### src/rtl/pc_sequencer.sv
// Program-counter sequencer: fetches one instruction per PC, then lets the
// external PC-select mux decide the next PC (increment/branch/jump/hold).
module pc_sequencer #(
    parameter logic [31:0] RESET_PC    = 32'h0000_0000,
    parameter int unsigned ACK_TIMEOUT = 15
) (
    input  logic        clk,
    input  logic        rst,
    input  logic [31:0] newPC,
    input  logic        jumpValid,
    input  logic        branchTaken,
    input  logic        stall,
    input  logic        imemAck,
    input  logic [31:0] imemData,
    output logic [31:0] PC,
    output logic [1:0]  PCSource,
    output logic        imemReq,
    output logic [31:0] imemAddr,
    output logic [31:0] instr,
    output logic        instrValid,
    output logic [15:0] fetchCount,
    output logic        fetchErr
);

    typedef enum logic [1:0] {START, FETCH, DECIDE, HALT} state_t;

    localparam logic [1:0] SEL_INC    = 2'b00;
    localparam logic [1:0] SEL_BRANCH = 2'b01;
    localparam logic [1:0] SEL_JUMP   = 2'b10;
    localparam logic [1:0] SEL_HOLD   = 2'b11;

    // wait_cnt holds the number of ack-less cycles already spent in FETCH, so
    // the cycle that sees it at ACK_TIMEOUT-1 is the last one allowed.
    localparam logic [7:0] WAIT_LAST = 8'(ACK_TIMEOUT - 1);

    state_t     state;
    state_t     state_next;
    logic [7:0] wait_cnt;
    logic       fetch_done;
    logic       fetch_timeout;
    logic       pc_advance;

    function automatic logic [1:0] select_source(input logic hold, input logic jump,
                                                 input logic branch);
        if (hold)
            return SEL_HOLD;
        else if (jump)
            return SEL_JUMP;
        else if (branch)
            return SEL_BRANCH;
        else
            return SEL_INC;
    endfunction

    assign fetch_done    = (state == FETCH) && imemAck;
    assign fetch_timeout = (state == FETCH) && !imemAck && (wait_cnt == WAIT_LAST);
    assign pc_advance    = (state == DECIDE) && !stall;

    assign imemReq  = (state == FETCH);
    assign imemAddr = PC;

    always_ff @(posedge clk or posedge rst) begin
        if (rst)
            state <= START;
        else
            state <= state_next;
    end

    always_comb begin
        state_next = state;
        PCSource   = SEL_HOLD;
        case (state)
            START:  state_next = FETCH;
            FETCH: begin
                // An ack arriving on the timeout cycle still completes the fetch.
                if (imemAck)
                    state_next = DECIDE;
                else if (fetch_timeout)
                    state_next = HALT;
            end
            DECIDE: begin
                PCSource = select_source(stall, jumpValid, branchTaken);
                if (!stall)
                    state_next = FETCH;
            end
            HALT:   state_next = HALT;
            default: state_next = START;
        endcase
    end

    always_ff @(posedge clk or posedge rst) begin
        if (rst) begin
            PC         <= RESET_PC;
            instr      <= '0;
            instrValid <= 1'b0;
            fetchCount <= '0;
            fetchErr   <= 1'b0;
            wait_cnt   <= '0;
        end else begin
            instrValid <= fetch_done;
            if (pc_advance)
                PC <= newPC;
            if (fetch_done) begin
                instr      <= imemData;
                fetchCount <= fetchCount + 16'd1;
            end
            if (fetch_timeout)
                fetchErr <= 1'b1;
            if (state == FETCH)
                wait_cnt <= imemAck ? 8'd0 : wait_cnt + 8'd1;
        end
    end

endmodule
### config.mk
export PLATFORM = sky130hd
export DESIGN_NAME = pc_sequencer
export DESIGN_NICKNAME = d
export VERILOG_FILES = /design/src/rtl/pc_sequencer.sv
export SDC_FILE = /design/constraint.sdc
export NUM_CORES = 1
export LEC_CHECK = 0
export BUFFER_PORTS_ARGS = -buffer_cell sky130_fd_sc_hd__buf_2
export CORE_ASPECT_RATIO = 1.2
export CORE_MARGIN = 8
export CORE_UTILIZATION = 37
export CTS_CLUSTER_DIAMETER = 40
export DETAILED_ROUTE_END_ITERATION = 7
export HOLD_SLACK_MARGIN = 0.03
export PLACE_DENSITY = 0.77
export SETUP_SLACK_MARGIN = 0.3
export SLEW_MARGIN = 20
export SYNTH_ARGS = -nofsm -noshare
export SYNTH_HDL_FRONTEND = slang
export SYNTH_SLANG_ARGS = --single-unit
### constraint.sdc
create_clock -name clk -period 5.2 [get_ports clk]
set_clock_uncertainty 0.1 [all_clocks]
set_input_delay 1.04 -clock clk [delete_from_list [all_inputs] [get_ports clk]]
set_output_delay 1.04 -clock clk [all_outputs]
set_load 0.005 [all_outputs]
# == Yosys cells after proc, flatten, opt, wreduce, memory -nomap -nowiden ==
# Index checks and enable logic that the tools add are counted.
# classes
addsub,2
n_eq_ne,6
mux,9
n_reduce_logical,8
# op_table
op,n
$add 16x1->16 const B,1
$mux 2,6
$add 8x1->8 const B,1
$eq 8x4->1 const B,1
$mux 8,1
$pmux 2 s4,1
$eq 2x2->1 const B,2
$logic_and 1x1->1,4
$ne 3x2->1 const B,1
$eq 2x1->1 const B,1
$logic_not 1->1,2
$logic_not 2->1,1
$ne 2x2->1 const B,1
$reduce_and 2->1,1
$mux 1,1
# word_totals
regBits,92
input_bits,70
output_inout_bits,117
elab_cells,32

# == Longest topological paths before layout ==
# Gate-level depths: netlist of run 1.
# logic_depth
word_depth,6
depth_mapped,6
depth_no_buf,6

# == Worst setup path after synthesis of run 1 ==
# OpenSTA, ideal clock, no wires.
# synth_path
path_type,in2out
startpoint,input stall
endpoint,output PCSource[0]
arrival_time_ns,1.721
required_ns,4.060
path_slack_ns,2.339
cell_stages,3
path_buffers,1
cell_sequence,nor3b_2 buf_4 o21ai_0
# synth_via
elab_chain_cells,2
# synth_lines
element,line,text
"start, declared",12,"input logic stall,"
$mux 2,45,if (hold)
$mux 2,72,case (state)
"end, declared",16,"output logic [1:0] PCSource,"
# Every way passes these cells.

# == Final worst setup path of run 1 ==
# Ends and elaborated chain as after synthesis.

==> metrics.csv, run 1 <==
metric,value,unit
run_status,completed,
crit_path_start_kind,input port,
worstSetupEndpointType,output pin,
clock_power_share,23.5,%
chipHeight,128.6,um
placedInstanceArea,4726,um2
maxCapViolations,0,
max_slew_margin,47.60,%
setup.worst_path.class,in -> out,
clkLatencyLatePin,0.33,ns
crit_arrival,2.15,ns
pre_cts_worst_setup_slack,1.701,ns
postSynth.asyncResetShare,100.0,%
start_util,37.53,%
cts-buffers-inserted,9,
post_drt_wl_per_cell,14.20,um
synth_commonest_cells,"sky130_fd_sc_hd__nand2_1, sky130_fd_sc_hd__dfrtp_1, sky130_fd_sc_hd__buf_4",
netlist.area_leader.share,58.90,%
cellInternalPower,1712,uW
row_count,41,
seq_power_share,46.9,%
grt_util_all_layers,12.89,%
synth.avg_cell_area,11.04,um2
final_critical_path_setup_slack,1.908,ns
h-tree-depth,3,
worst_path_max_delay_cell,sky130_fd_sc_hd__buf_4,
worst_path_most_repeated_cell,sky130_fd_sc_hd__buf_2,
yosysMostFrequentCell,sky130_fd_sc_hd__nand2_1,
worst_pin_slew,0.7860,ns
cts-root-to-sink-buffers,2,
layout.filler_cells,988,
use_met3,3.752,%
post_route_cells_drive_above_1_share,46.98,%
cts-root-buf,sky130_fd_sc_hd__clkbuf_16,
swShare,30.25,%
final.period_utilization,63.32,%
worst-path-max-fanout,29,
holdCritPathClass,reg -> reg,
total_neg_setup_slack,0,ns
worst_path_dominant_cell_family,buffers and inverters,
final-hold-violation-count,0,
comb_power_share,29.6,%
ys.flop_type,sky130_fd_sc_hd__dfrtp_1,
core_footprint,10410,um2
area.growth.synth_to_final,27.56,%
synthCells,354,
use_met2,20.91,%
post-cts-setup-buffers,0,
crit_required,4.06,ns
cts_repair_resize_count,0,
vias_per_cell,4.547,
number_of_pins_exceeding_their_max_slew_limit_in_the_final_report,0,
first_global_vias,3096,
design_power_total,2455,uW
number_of_antenna_violations_at_the_first_check_in_global_routing,0,
clkSinkCount,92,
yosysWarningCount,0,
yosysTopAreaCell,sky130_fd_sc_hd__dfrtp_1,
postLayoutCellArea,4986,um2
synth_enable_flop_cells,0,
wl,9.117,mm
fp.dieW,109.8,um
rsz0062_at_grt,no,
vias,2919,
grt_max_degree,93,
net_count_of_the_finished_layout,583,
p_per_area,492.4,nW/um2
finalCriticalPeriod,3.292,ns
cts.clk_slew.worst_paths,0.06,ns
io_pins,187,
synth-seq-cells,92,
overflow,0,
multi_input_combinational_cell_area,1287,um2
finalNonFillerCells,642,
timing.critical_path.slowest_cell_delay,0.39,ns
top_area_cells_in_the_synthesized_netlist,"sky130_fd_sc_hd__dfrtp_1, sky130_fd_sc_hd__nand2_1, sky130_fd_sc_hd__mux2_2",
synthesis.area,3909,um2
drt_drc_violations_left,0,
synth.lib_cells_used.distinct,29,
tritoncts_clock_tree,built,
timing.final.setup_violations,0,
detail_route.iter0.violations,109,
placed_instance_count,628,
sequential_cell_area_fraction_in_the_yosys_report,58.90,%
synthesis.nets,427,
timing.critical_path.buf_inv,3,
groute.layer.met1.usage,14.98,%
grt_pass1_wl,14.52,mm
place_congestion,0.6877,
total_leakage_power,0.002817,uW
final-seq-area,2302,um2
num_antenna_cells,0,
maxClockFrequency,0.3037,GHz
irDropWorstVdd,0.2084,mV
cts_hold_repair.buffers,0,
dp.final_hpwl,7.050,mm
route.antenna.remaining_nets,0,
die_area,14120,um2
io_buffers,186,
grt_busiest_layer,met2,
crit_path_cell_trace,"buf_2, nor3b_4, buf_4, o21ai_0, buf_2",
dr.pass1.iters,4,
switchingPower,742.8,uW
[placed cells by master, fill, tap and decap left out, drive strengths merged]
| cell | Yosys | routed |
|---|---|---|
| buf | 43 | 188 |
| nand2 | 114 | 114 |
| dfrtp | 92 | 92 |
| mux2 | 33 | 33 |
| xnor2 | 11 | 11 |
| clkbuf | 0 | 11 |
| xor2 | 9 | 9 |
| nor2 | 8 | 8 |
| inv | 6 | 7 |
| nand4 | 6 | 6 |
| nand3 | 5 | 5 |
| o21ai | 4 | 4 |
| and3 | 3 | 3 |
| ha | 3 | 3 |
| clkinv | 1 | 3 |
| nor3 | 3 | 3 |
| nand2b | 2 | 2 |
| a31oi | 2 | 2 |
| or4 | 1 | 1 |
| nand3b | 1 | 1 |
| or2 | 1 | 1 |
| nor4 | 1 | 1 |
| and4 | 1 | 1 |
| nor3b | 1 | 1 |
| or4b | 1 | 1 |
| a21o | 1 | 1 |
| o31ai | 1 | 1 |
[per-layer routing]
| layer | up-vias | wire length (um) |
|---|---|---|
| li1 | 1416 | - |
| met3 | 14 | 1077 |
| met2 | 126 | 4413 |
| met4 | 0 | 185 |
| met5 | - | 0 |
| met1 | 1363 | 3440 |
[flip-flops by register name, summed over array words and instances (netlist names)]
signal,count
PC,32
wait_cnt,8
fetchErr,1
state,2
instr,32
instrValid,1
fetchCount,16
[layout make-up]
type	instances	share of cell area, %
clock buffer	11	4.868
clock inverter	3	0.3011
inverter	7	0.6274
multi-input combinational	212	25.82
sequential	92	46.17
tap	129	3.237
timing repair buffer	188	18.97
[power by group through the flow]
stage                     Combinational [uW]  Sequential [uW]  Clock (uW)
after floorplan                          423             1180           0
after global placement                   741             1150           0
after detailed placement                 756             1160           0
after CTS                                753             1160         598
after global routing                     814             1200         630
final                                    726             1150         577
[cells by family (layout without fill, tap and decap cells)]
group                    after synthesis  in the layout  synth area share [%]
adder cells (fa/ha/maj)                3              3                0.9604
AND/OR/NAND/NOR                      148            148                 16.61
multiplexers                          33             33                 9.507
flip-flops                            92             92                 58.90
XOR/XNOR                              20             20                 4.481
buffers and inverters                 50            209                 8.322
AO/OA/AOI/OAI                          8              8                 1.217
[through the flow]
step | hold WS (ns) | utilization, %
global placement | 0.3370 | 45.38
floorplan | 0.3510 | -
detailed placement | 0.3392 | 45.38
finish | 0.3471 | 47.88
CTS | 0.3530 | 47.86
global route | 0.3864 | 47.88
[worst paths after layout]
path,startpoint,slack (ns),to,depth (start not counted)
worst min register to register,fetchErr,0.35,fetchErr,1
worst min-delay path,fetchErr,0.35,fetchErr,1
worst max register to register,state[1],3.15,fetchCount[3],5
min in group asynchronous,rst,0.78,fetchCount[8],2
worst max-delay path,stall,1.91,PCSource[0],5
max in group asynchronous,rst,3.71,state[0],2
(Power assumes the default switching activity.)
==> run 2: changes to the inputs <==
==> constraint.sdc (replaced) <==
create_clock -name clk -period 3.1 [get_ports clk]
set_clock_uncertainty 0.1 [all_clocks]
set_input_delay 0.62 -clock clk [delete_from_list [all_inputs] [get_ports clk]]
set_output_delay 0.62 -clock clk [all_outputs]
set_load 0.005 [all_outputs]
==> metrics.csv, run 2 (synthesis gave the netlist of run 1 again) <==
metric,value,unit,change
run_status,completed,,unchanged
cts_hold_repair.buffers,0,,unchanged
total_leakage_power,0.002849,uW,was 0.002817 uW
cts-root-buf,sky130_fd_sc_hd__clkbuf_16,,unchanged
layout.filler_cells,986,,was 988
io_buffers,186,,unchanged
r2r_setup_slack,1.27,ns,was 3.15 ns
cts-buffers-inserted,9,,unchanged
start_util,37.53,%,unchanged
max_slew_margin,42.03,%,was 47.60%
number_of_pins_exceeding_their_max_slew_limit_in_the_final_report,0,,unchanged
crit_path_start_kind,flop,,was input port
finalCriticalPeriod,2.073,ns,
final_common_cell,sky130_fd_sc_hd__buf_2,,unchanged
p_per_area,856.9,nW/um2,was 492.4 nW/um2
tritoncts_clock_tree,built,,unchanged
post_route_cells_drive_above_1_share,47.29,%,was 46.98%
multi_input_combinational_cell_area,1287,um2,unchanged
grt_max_degree,54,,was 93
num_antenna_cells,0,,unchanged
worst_pin_slew,0.8678,ns,was 0.7860 ns
biggestRegsByFlops,"PC (32), instr (32), fetchCount (16)",,unchanged
first_global_vias,3086,,was 3096
total_neg_setup_slack,0,ns,unchanged
chipHeight,128.6,um,unchanged
irDropWorstVdd,0.3266,mV,was 0.2084 mV
final.period_utilization,66.87,%,
drt_drc_violations_left,0,,unchanged
number_of_antenna_violations_at_the_first_check_in_global_routing,1,,was 0
dp.final_hpwl,7.318,mm,was 7.050 mm
overflow,0,,unchanged
h-tree-depth,3,,unchanged
pre_cts_worst_setup_slack,1.088,ns,was 1.701 ns
area.growth.synth_to_final,29.96,%,was 27.56%
worst-path-max-fanout,6,,was 29
worstSetupEndpointType,output pin,,unchanged
holdCritPathClass,reg -> reg,,unchanged
timing.final.setup_violations,0,,unchanged
detail_route.iter0.violations,107,,was 109
cts_repair_resize_count,0,,unchanged
die_area,14120,um2,unchanged
final_critical_path_setup_slack,1.027,ns,was 1.908 ns
maxCapViolations,0,,unchanged
postLayoutCellArea,5080,um2,was 4986 um2
cts-root-to-sink-buffers,2,,unchanged
vias,2973,,was 2919
net_count_of_the_finished_layout,585,,was 583
row_count,41,,unchanged
place_congestion,0.7309,,was 0.6877
crit_required,2.38,ns,was 4.06 ns
cts.clk_slew.worst_paths,0.06,ns,about the same
post-cts-setup-buffers,0,,unchanged
setup.worst_path.class,reg -> out,,was in -> out
rsz0062_at_grt,no,,unchanged
crit_arrival,1.35,ns,was 2.15 ns
vias_per_cell,4.609,,was 4.547
final-seq-area,2302,um2,unchanged
post_drt_wl_per_cell,14.93,um,was 14.20 um
grt_pass1_wl,15.13,mm,was 14.52 mm
fp.dieW,109.8,um,unchanged
clkLatencyLatePin,0.33,ns,about the same
maxClockFrequency,0.4824,GHz,
final-hold-violation-count,0,,unchanged
clkSinkCount,92,,unchanged
wl,9.627,mm,was 9.117 mm
dr.pass1.iters,4,,unchanged
route.antenna.remaining_nets,0,,unchanged
io_pins,187,,unchanged
commonest_cells_after_routing_fill_and_taps_aside,"sky130_fd_sc_hd__buf_2, sky130_fd_sc_hd__nand2_1, sky130_fd_sc_hd__dfrtp_1",,unchanged
placedInstanceArea,4755,um2,was 4726 um2
grt_util_all_layers,13.58,%,was 12.89%
core_footprint,10410,um2,unchanged
-- run 2: changes by cell type in the layout (fill, tap and decap cells not counted), sizes merged --
cell and delta:
buf +2, bufinv +2, clkinv -1, clkinvlp +2
inv -2
-- run 2: where the power goes --
part           internal [uW]  total [uW]  switching, uW
combinational            682        1230            552
sequential              1640        1930            288
clock                    745        1190            445
-- run 2: area by class of cell --
cell class	instances	share of cell area (%)
clock inverter	4	1.429
timing repair buffer	190	19.16
tap	129	3.177
clock buffer	11	4.975
multi-input combinational	212	25.34
inverter	7	0.5911
sequential	92	45.32
-- run 2: worst paths after layout --
path                                  start              to  depth (start not counted)
worst max-delay path               state[0]     PCSource[0]                          3
worst min-delay path               fetchErr        fetchErr                          1
worst min register to register     fetchErr        fetchErr                          1
min in group asynchronous               rst          PC[27]                          2
worst max register to register  wait_cnt[0]        state[1]                          6
max in group asynchronous               rst  fetchCount[14]                          3
-- run 2: worst max-delay path, stage by stage (launching register included) --
cell	delay [ns]
sky130_fd_sc_hd__dfrtp_1	0.46
sky130_fd_sc_hd__nor3b_4	0.27
sky130_fd_sc_hd__o21ai_0	0.15
sky130_fd_sc_hd__buf_2	0.15
-- run 2: routing by layer --
metal | GRT usage (%) | wire, um
met1 | 15.48 | 3712
met2 | 22.08 | 4626
met3 | 4.452 | 1058
met4 | 7.006 | 212
met5 | 0 | 16
-- run 2: stage by stage --
stage	power [uW]	hold slack, ns	std cells	util, %
after detailed placement	3226	0.3447	630	45.66
final	4353	0.3537	645	48.78
after global placement	3168	0.3330	630	45.66
after global routing	4652	0.3651	645	48.78
after CTS	4434	0.3518	645	48.78
after floorplan	2682	0.3510	354	-
==> run 3: changes to the inputs <==
--- a/config.mk
+++ b/config.mk
@@ -5,6 +5,7 @@
 export SDC_FILE = /design/constraint.sdc
 export NUM_CORES = 1
 export LEC_CHECK = 0
+export ABC_AREA = 1
 export BUFFER_PORTS_ARGS = -buffer_cell sky130_fd_sc_hd__buf_2
 export CORE_ASPECT_RATIO = 1.2
 export CORE_MARGIN = 8
@@ -12,7 +13,7 @@
 export CTS_CLUSTER_DIAMETER = 40
 export DETAILED_ROUTE_END_ITERATION = 7
 export HOLD_SLACK_MARGIN = 0.03
-export PLACE_DENSITY = 0.77
+export PLACE_DENSITY = 0.79
 export SETUP_SLACK_MARGIN = 0.3
 export SLEW_MARGIN = 20
 export SYNTH_ARGS = -nofsm -noshare
==> constraint.sdc (replaced) <==
create_clock -name clk -period 1.7 [get_ports clk]
set_clock_uncertainty 0.1 [all_clocks]
set_input_delay 0.34 -clock clk [delete_from_list [all_inputs] [get_ports clk]]
set_output_delay 0.34 -clock clk [all_outputs]
set_load 0.005 [all_outputs]
==> metrics.csv, run 3 <==
metric,value,unit,change
run_status,completed,,unchanged
area.growth.synth_to_final,46.17,%,was 29.96%
place_congestion,0.7834,,was 0.7309
route.antenna.remaining_nets,0,,unchanged
maxCapViolations,0,,unchanged
route.met2.wl,5.479,mm,was 4.626 mm
grt_pass1_wl,17.29,mm,was 15.13 mm
yosysTopAreaCell,sky130_fd_sc_hd__dfrtp_1,,unchanged
worst_pin_slew,0.3177,ns,was 0.8678 ns
cellInternalPower,3689,uW,was 3067 uW
switchingPower,969.5,uW,was 1285 uW
pre_cts_worst_setup_slack,0.1411,ns,was 1.088 ns
swShare,20.81,%,was 29.53%
synth-seq-cells,92,,unchanged
cts.clk_slew.worst_paths,0.07,ns,was 0.06 ns
final_common_cell,sky130_fd_sc_hd__nand2_1,,was sky130_fd_sc_hd__buf_2
yosysMostFrequentCell,sky130_fd_sc_hd__nand2_1,,unchanged
worstReg2RegEnd,instr[2],,was state[1]
clock_power_share,45.8,%,was 27.3%
detail_route.iter0.violations,168,,was 107
grt_util_all_layers,14.50,%,was 13.58%
start_util,37.42,%,was 37.53%
crit_path_start_kind,flop,,unchanged
num_antenna_cells,0,,unchanged
vias_per_cell,4.490,,was 4.609
synthCells,481,,was 354
max_slew_margin,78.66,%,was 42.03%
synthesis.nets,554,,was 427
io_buffers,186,,unchanged
biggestRegsByFlops,"PC (32), instr (32), fetchCount (16)",,unchanged
row_count,42,,was 41
finish.utilization,54.69,%,was 48.78%
die_area,14630,um2,was 14120 um2
worstSetupEndpointType,output pin,,unchanged
crit_required,1.26,ns,was 2.38 ns
dp.final_hpwl,7.777,mm,was 7.318 mm
core_footprint,10880,um2,was 10410 um2
grt_max_degree,57,,was 54
synth.lib_cells_used.distinct,25,,was 29
comb_power_share,5.7,%,was 28.4%
worst-r2r-cell-count,8,,was 6
final.period_utilization,98.44,%,
yosysWarningCount,0,,unchanged
post_drt_wl_per_cell,14.09,um,was 14.93 um
timing.final.setup_violations,0,,unchanged
chipHeight,130.9,um,was 128.6 um
overflow,0,,unchanged
crit_arrival,1.23,ns,was 1.35 ns
dr.pass1.iters,4,,unchanged
clkLatencyLatePin,0.33,ns,about the same
total_neg_setup_slack,0,ns,unchanged
rsz0062_at_grt,yes,,was no
cts-buffers-inserted,9,,unchanged
commonest_cells_after_routing_fill_and_taps_aside,"sky130_fd_sc_hd__nand2_1, sky130_fd_sc_hd__buf_2, sky130_fd_sc_hd__dfrtp_1",,"was sky130_fd_sc_hd__buf_2, sky130_fd_sc_hd__nand2_1, sky130_fd_sc_hd__dfrtp_1"
total_leakage_power,0.003531,uW,was 0.002849 uW
cts-root-to-sink-buffers,2,,unchanged
m1WireLength,4.645,mm,was 3.712 mm
crit_end,PCSource[1],,was PCSource[0]
finalCriticalPeriod,1.673,ns,
launching_element_of_the_worst_setup_path,state[1],,was state[0]
setup.worst_path.class,reg -> out,,unchanged
wl,11.41,mm,was 9.627 mm
netlist.area_leader.share,56.56,%,was 58.90%
ys.flop_type,sky130_fd_sc_hd__dfrtp_1,,unchanged
top_area_cells_in_the_synthesized_netlist,"sky130_fd_sc_hd__dfrtp_1, sky130_fd_sc_hd__nand2_1, sky130_fd_sc_hd__buf_4",,"was sky130_fd_sc_hd__dfrtp_1, sky130_fd_sc_hd__nand2_1, sky130_fd_sc_hd__mux2_2"
p_per_area,783.1,nW/um2,was 856.9 nW/um2
final_critical_path_setup_slack,0.02657,ns,was 1.027 ns
synthesis.area,4070,um2,was 3909 um2
final-hold-violation-count,0,,unchanged
number_of_antenna_violations_at_the_first_check_in_global_routing,0,,was 1
tritoncts_clock_tree,built,,unchanged
h-tree-depth,3,,unchanged
top_signal_layer_used,met4,,was met5
net_count_of_the_finished_layout,746,,was 585
wl_met3,1.133,mm,was 1.058 mm
maxClockFrequency,0.5976,GHz,
irDropWorstVdd,0.5358,mV,was 0.3266 mV
number_of_pins_exceeding_their_max_slew_limit_in_the_final_report,0,,unchanged
holdCritPathClass,in -> reg,,was reg -> reg
io_pins,187,,unchanged
vias,3637,,was 2973
clkSinkCount,92,,unchanged
r2r-start,state[0],,was wait_cnt[0]
fp.dieW,111.7,um,was 109.8 um
post_route_cells_drive_above_1_share,44.10,%,was 47.29%
cts-root-buf,sky130_fd_sc_hd__clkbuf_16,,unchanged
r2r_setup_slack,0.14,ns,was 1.27 ns
drt_drc_violations_left,0,,unchanged
first_global_vias,3543,,was 3086
synth.avg_cell_area,8.462,um2,was 11.04 um2
synth_enable_flop_cells,0,,unchanged
postSynth.asyncResetShare,100.0,%,unchanged
sequential_cell_area_fraction_in_the_yosys_report,56.56,%,was 58.90%
seq_power_share,48.5,%,was 44.3%
worst-path-max-fanout,5,,was 6
synth_commonest_cells,"sky130_fd_sc_hd__nand2_1, sky130_fd_sc_hd__dfrtp_1, sky130_fd_sc_hd__buf_4",,unchanged
==> run 3: cell count changes in the layout (fill, tap and decap cells not counted), moves of 10 or more <==
cell,previous run,this run
sky130_fd_sc_hd__inv_1,5,21
sky130_fd_sc_hd__buf_6,0,10
sky130_fd_sc_hd__mux2_2,33,0
sky130_fd_sc_hd__nand2_1,114,221
sky130_fd_sc_hd__nand2_2,0,25
==> run 3: how the worst min path moves through the flow <==
| stage | startpoint | end | slack (ns) | depth (start not counted) |
|---|---|---|---|---|
| 4_1_cts | imemData[20] | instr[20] | 0.08 | 3 |
| 3_5_place_dp | rst | PC[11] | 0.33 | 3 |
| 6_report | imemData[17] | instr[17] | 0.1 | 3 |
| 5_1_grt | imemData[10] | instr[10] | 0.09 | 3 |
| 3_3_place_gp | rst | PC[11] | 0.34 | 3 |
| 2_1_floorplan | imemData[0] | instr[0] | 0.35 | 2 |
==> run 3: cell type report <==
class	instances	area, um2
Fill cell	1011	4928
Sequential cell	92	2308
Multi-Input combinational cell	316	1531
Timing Repair Buffer	225	1484
Clock buffer	12	246.5
Tap cell	132	165.2
Inverter	28	132.6
Clock inverter	4	72.57
Timing Repair inverter	1	8.758
==> run 3: timing repair <==
action                     in CTS  in global routing
hold buffers                    1                  0
pin swaps                       3                 14
hold endpoints to repair       51                  0
setup endpoints to repair      65                 96
buffers inserted               12                 12
resized for setup              21                 74
cloned                          1                  6
==> run 3: cells by family (layout without fill, tap and decap cells) <==
logic type / after synthesis / count (layout) / share of synthesized area (%)
compound gates: 11 / 11 / 1.537
flops: 92 / 92 / 56.56
xor+xnor: 8 / 8 / 1.722
fa+ha+maj: 3 / 3 / 0.9223
buf+inv: 73 / 270 / 10.18
simple gates: 294 / 294 / 29.08
==> run 3: critical path, cell delays in order, from the launching register on <==
cell                      delay, ns
sky130_fd_sc_hd__dfrtp_1       0.36
sky130_fd_sc_hd__inv_2         0.06
sky130_fd_sc_hd__nor2_4        0.11
sky130_fd_sc_hd__inv_2         0.05
sky130_fd_sc_hd__nor2_4        0.15
sky130_fd_sc_hd__nand2_2       0.05
sky130_fd_sc_hd__buf_2         0.12
==> run 3: routing by layer <==
layer / up-vias / track usage, %
met1: 1662 / 16.61
met3: 14 / 6.437
met5: - / 0
met4: 0 / 5.318
met2: 146 / 23.66
li1: 1815 / -
==> run 3: power groups by stage <==
stage	sequential [uW]	clock [uW]	combinational [uW]
final	2260	2130	266
after global routing	2260	2290	305
after CTS	2260	2190	266
after detailed placement	2300	0	264
after global placement	2300	0	260
after floorplan	2300	0	122
==> run 3: per-stage QoR <==
stage | cells | power (uW) | area (um2) | hold WS (ns)
floorplan | 481 | 2424 | 4085 | 0.3496
global placement | 762 | 2558 | 4951 | 0.3353
detailed placement | 762 | 2563 | 4951 | 0.3347
CTS | 792 | 4718 | 5460 | 0.08223
global route | 810 | 4857 | 5949 | 0.08908
finish | 810 | 4659 | 5949 | 0.09887
